<file path="config.mk">
export PLATFORM = sky130hd
export DESIGN_NAME = dino_input_conditioner
export DESIGN_NICKNAME = d
export VERILOG_FILES = /design/src/rtl/dino_input_pkg.sv /design/src/rtl/debounce_channel.sv /design/src/rtl/dino_input_conditioner.sv
export SDC_FILE = /design/constraint.sdc
export NUM_CORES = 1
export LEC_CHECK = 0
export CAP_MARGIN = 20
export CORE_AREA = 5 5 97 99
export DETAILED_ROUTE_END_ITERATION = 16
export DIE_AREA = 0 0 102 104
export GPL_TIMING_DRIVEN = 0
export HOLD_SLACK_MARGIN = 0.08
export PLACE_DENSITY = 0.68
export SLEW_MARGIN = 25
export SYNTH_ARGS = -nofsm -noshare
export SYNTH_HDL_FRONTEND = slang
export SYNTH_HIERARCHICAL = 1
export SYNTH_SLANG_ARGS = --single-unit
</file>
<file path="constraint.sdc">
create_clock -name i_clk -period 2.9 [get_ports i_clk]
set_input_delay 0.435 -clock i_clk [delete_from_list [all_inputs] [get_ports i_clk]]
set_output_delay 0.435 -clock i_clk [all_outputs]
set_load 0.02 [all_outputs]
</file>
<file path="src/rtl/dino_input_pkg.sv">
// dino_input_pkg: shared types and default timing constants for the dino input conditioner
// Contents: jump FSM state type, board-rate defaults (100 MHz), reduced simulation values
package dino_input_pkg;
    typedef enum logic {IDLE, PENDING} jump_state_t;
    localparam int DEF_DEBOUNCE_CYCLES = 1_000_000;
    localparam int DEF_JUMP_BUF_CYCLES = 10_000_000;
    localparam int SIM_DEBOUNCE_CYCLES = 4;
    localparam int SIM_JUMP_BUF_CYCLES = 8;
endpackage

</file>
<file path="src/rtl/debounce_channel.sv">
// debounce_channel: 2-FF synchroniser, debounce counter and registered rise/fall pulses for one button
// Ports: i_clk clock, rst_n async active-low reset, i_btn raw button,
//        o_level debounced level, o_rise/o_fall one-cycle pulses on debounced edges
module debounce_channel
    import dino_input_pkg::*;
#(
    parameter int DEBOUNCE_CYCLES = DEF_DEBOUNCE_CYCLES,
    parameter int DB_CNT_W        = 20
) (
    input  logic i_clk,
    input  logic rst_n,
    input  logic i_btn,
    output logic o_level,
    output logic o_rise,
    output logic o_fall
);
    logic [1:0]          r_sync;
    logic [DB_CNT_W-1:0] r_cnt;
    logic                r_stable;
    logic                r_rise;
    logic                r_fall;
    logic                w_diff;
    logic                w_done;

    assign w_diff = r_sync[1] != r_stable;
    // change accepted once the input has differed for DEBOUNCE_CYCLES consecutive cycles
    assign w_done = w_diff && (r_cnt == DB_CNT_W'(DEBOUNCE_CYCLES - 1));

    always_ff @(posedge i_clk or negedge rst_n) begin
        if (!rst_n) begin
            r_sync   <= '0;
            r_cnt    <= '0;
            r_stable <= 1'b0;
            r_rise   <= 1'b0;
            r_fall   <= 1'b0;
        end else begin
            r_sync   <= {r_sync[0], i_btn};
            r_cnt    <= (w_diff && !w_done) ? r_cnt + DB_CNT_W'(1) : '0;
            r_stable <= w_done ? r_sync[1] : r_stable;
            r_rise   <= w_done && r_sync[1];
            r_fall   <= w_done && !r_sync[1];
        end
    end

    assign o_level = r_stable;
    assign o_rise  = r_rise;
    assign o_fall  = r_fall;
endmodule

</file>
<file path="src/rtl/dino_input_conditioner.sv">
// dino_input_conditioner: debounces jump/duck buttons and buffers jump presses until ack or timeout
// Ports: i_clk 100 MHz clock, rst_n async active-low reset, i_jump_btn/i_duck_btn raw buttons,
//        i_jump_ack consume pulse, o_jump_level/o_duck_level debounced levels,
//        o_jump_rise/o_duck_rise/o_duck_fall edge pulses, o_jump_req buffered request,
//        o_jump_expired pulse when a request times out
module dino_input_conditioner
    import dino_input_pkg::*;
#(
    parameter int DEBOUNCE_CYCLES = DEF_DEBOUNCE_CYCLES,
    parameter int DB_CNT_W        = 20,
    parameter int JUMP_BUF_CYCLES = DEF_JUMP_BUF_CYCLES,
    parameter int BUF_CNT_W       = 24
) (
    input  logic i_clk,
    input  logic rst_n,
    input  logic i_jump_btn,
    input  logic i_duck_btn,
    input  logic i_jump_ack,
    output logic o_jump_level,
    output logic o_duck_level,
    output logic o_jump_rise,
    output logic o_duck_rise,
    output logic o_duck_fall,
    output logic o_jump_req,
    output logic o_jump_expired
);
    jump_state_t          r_state;
    jump_state_t          w_next;
    logic [BUF_CNT_W-1:0] r_timer;
    logic [BUF_CNT_W-1:0] w_timer_next;
    logic                 r_expired;
    logic                 w_expire;
    logic                 w_valid_rise;
    logic                 w_jump_fall_unused;

    debounce_channel #(.DEBOUNCE_CYCLES(DEBOUNCE_CYCLES), .DB_CNT_W(DB_CNT_W)) u_jump (
        .i_clk(i_clk), .rst_n(rst_n), .i_btn(i_jump_btn),
        .o_level(o_jump_level), .o_rise(o_jump_rise), .o_fall(w_jump_fall_unused)
    );

    debounce_channel #(.DEBOUNCE_CYCLES(DEBOUNCE_CYCLES), .DB_CNT_W(DB_CNT_W)) u_duck (
        .i_clk(i_clk), .rst_n(rst_n), .i_btn(i_duck_btn),
        .o_level(o_duck_level), .o_rise(o_duck_rise), .o_fall(o_duck_fall)
    );

    // a jump pressed while ducking is dropped
    assign w_valid_rise = o_jump_rise && !o_duck_level;

    always_ff @(posedge i_clk or negedge rst_n) begin
        if (!rst_n) begin
            r_state   <= IDLE;
            r_timer   <= '0;
            r_expired <= 1'b0;
        end else begin
            r_state   <= w_next;
            r_timer   <= w_timer_next;
            r_expired <= w_expire;
        end
    end

    // a fresh press always restarts the request, even alongside ack; ack beats timeout
    always_comb begin
        w_next       = r_state;
        w_timer_next = '0;
        w_expire     = 1'b0;
        if (w_valid_rise) begin
            w_next = PENDING;
        end else if (r_state == PENDING) begin
            if (i_jump_ack) begin
                w_next = IDLE;
            end else if (r_timer == BUF_CNT_W'(JUMP_BUF_CYCLES - 1)) begin
                w_next   = IDLE;
                w_expire = 1'b1;
            end else begin
                w_timer_next = r_timer + BUF_CNT_W'(1);
            end
        end
    end

    assign o_jump_req     = r_state == PENDING;
    assign o_jump_expired = r_expired;
endmodule

</file>
==> impl_metrics.env <==
export IMPL_cp_start_kind="flip-flop"
export IMPL_peakVddDrop_mv=0.225
export IMPL_cts_tree="done"
export IMPL_antenna_found_initial=0
export IMPL_rows=34
export IMPL_critPathKind="reg2reg"
export IMPL_cp_data_arrival_time_ns=2.59
export IMPL_power_leakage_nw=1.58
export IMPL_cts_sinks=75
export IMPL_grt_max_degree=55
export IMPL_grt_overflow_total=0
export IMPL_routed_wl_um=6780
export IMPL_cts_made_buffers=9
export IMPL_dpl_hpwl_um=4650
export IMPL_synth_area_um2=3610
export IMPL_critical_path_required_ns=3.12
export IMPL_cts_resized=0
export IMPL_crit_family="simple AND/OR/NAND/NOR gates"
export IMPL_first_iter_violations=75
export IMPL_max_stage_delay_ns=0.67
export IMPL_vias_per_cell=5.34
export IMPL_track_usage_pct=13.9
export IMPL_port_buffers=11
export IMPL_post_route_period_util_pct=81.7
export IMPL_grt_pass1_wl_um=12000
export IMPL_power_density_nw_per_um2=465
export IMPL_worstReg2RegStart="u_duck/r_cnt[0]"
export IMPL_clock_skew_ns=0.0140
export IMPL_die_w_um=102
export IMPL_rsz0062_at_grt="no"
export IMPL_ant_nets=0
export IMPL_final_cells=493
export IMPL_slowest_stage="or4_4"
export IMPL_synth_fp_nets=365
export IMPL_cap_viol_max_count=0
export IMPL_end_kind="flip-flop"
export IMPL_slew_violations=0
export IMPL_final_common_cell="dfrtp_1"
export IMPL_r2r_end="u_duck/r_cnt[10]"
export IMPL_r2r_cells=6
export IMPL_hp_start="u_jump/r_sync[0]"
export IMPL_crit_path_start="u_duck/r_cnt[0]"
export IMPL_period_minus_slack_ns=2.37
export IMPL_maxSlewHeadroom_pct=54.1
export IMPL_dieArea_um2=10600
export IMPL_utilization_pct=48.3
export IMPL_nets=389
export IMPL_syn_inst=357
export IMPL_initial_core_util_pct=42.7
export IMPL_fp_dieH_um=104
export IMPL_dp_cells=477
export IMPL_insertion_delay_ns=0.34
export IMPL_cts_clk_slew_worst_paths_ns=0.08
export IMPL_min_to="u_jump/r_sync[1]"
export IMPL_setup_viol_count_final=0
export IMPL_crit_chain="ha_1 > nand3_1 > or4_4 > o21ai_2 > buf_2 > nor2_1"
export IMPL_drt_wirelength_per_cell_um=13.7
export IMPL_drive_gt1_share_pct=8.83
export IMPL_hold_viol=0
export IMPL_reg2reg_setup_slack_ns=0.53
export IMPL_firstDrtPassIters=4
export IMPL_layout_common_cells="dfrtp_1, nor2_1, xnor2_1"
export IMPL_tightestPinTransition_ns=0.683
export IMPL_synth_area_per_cell_um2=10.1
export IMPL_max_freq_mhz=422
export IMPL_worstHoldPathCells=0
export IMPL_hp_class="reg2reg"
export IMPL_vias=2634
export IMPL_crit_buf_inv=1
export IMPL_cts_root_buf="clkbuf_8"
export IMPL_yosysWarnings=6
export IMPL_syn_to_final_growth_pct=13.1
export IMPL_core_um2=8470
export IMPL_io_pins=12
export IMPL_outcome="finished, final reports clean"
export IMPL_routabilityCongestion=0.800
export IMPL_drc=0
export IMPL_grt_pass1_vias=2602
export IMPL_cts_path_max_buffers=2
export IMPL_cp_max_fo=10
export IMPL_diodes=0
export IMPL_htree_levels=3
[sequential cells by signal (all words and copies together) (netlist names)]
register	count
r_timer	24
u_duck/r_sync	2
u_duck/o_fall	1
u_duck/o_level	1
u_duck/o_rise	1
u_jump/r_cnt	20
u_duck/r_cnt	20
u_jump/r_sync	2
u_jump/o_rise	1
o_jump_expired	1
u_jump/o_level	1
o_jump_req	1
[per-layer routing]
metal	GRT usage [%]	vias to the layer above	wire length [um]
met5	0	-	0
met1	19.1	1284	3330
met3	3.62	5	211
met2	21.1	31	3160
li1	-	1314	-
met4	4.78	0	72
[worst max-delay path by stage]
| stage | end | slack (ns) | cells after the start |
|---|---|---|---|
| finish | u_duck/r_cnt[10] | 0.53 | 6 |
| detailed placement | u_jump/r_cnt[16] | 0.55 | 6 |
| global route | u_duck/r_cnt[8] | 0.33 | 6 |
| CTS | u_duck/r_cnt[10] | 0.52 | 6 |
| floorplan | u_duck/o_level | 0.78 | 4 |
| global placement | r_timer[20] | -1.23 | 1 |
[cell type report]
class	instances	area, um2
Clock buffer	11	141
Timing Repair Buffer	13	145
Sequential cell	75	1880
Multi-Input combinational cell	265	1660
Fill cell	792	4380
Buffer	5	30.0
Tap cell	108	135
Clock inverter	4	51.3
Inverter	12	45.0
[metrics by stage]
stage / setup TNS, ns / area [um2] / setup WS, ns / hold slack, ns / total power (W)
after detailed placement: 0 / 3880 / 0.548 / 0.336 / 0.00114
final: 0 / 4090 / 0.532 / 0.356 / 0.00190
after floorplan: 0 / 3610 / 0.776 / 0.139 / 0.00110
after global routing: 0 / 4090 / 0.331 / 0.371 / 0.00198
after global placement: -91.77 / 3860 / -1.23 / 0.334 / 0.00113
after CTS: 0 / 4090 / 0.515 / 0.354 / 0.00193
[what timing repair did]
| item | in CTS | in global routing |
|---|---|---|
| hold endpoints to repair | 21 | 0 |
| setup endpoints to repair | 0 | 0 |
| hold buffers | 1 | 0 |
| setup buffers | 0 | 0 |
[power by group]
group          leakage, nW   total, W  internal [W]  switching [W]
sequential            1.03    0.00106       0.00105     0.00000886
clock               0.0954   0.000784      0.000417       0.000367
combinational        0.452  0.0000523     0.0000179      0.0000344
[worst register-to-register path, delay by kind of cell (launching register included)]
kind            cells  cell delay [ns]
flops               1             0.41
simple gates        3             1.04
buf+inv             1             0.29
compound gates      1             0.30
fa+ha+maj           1             0.21
Note: power is estimated with default switching activity, not from simulation.
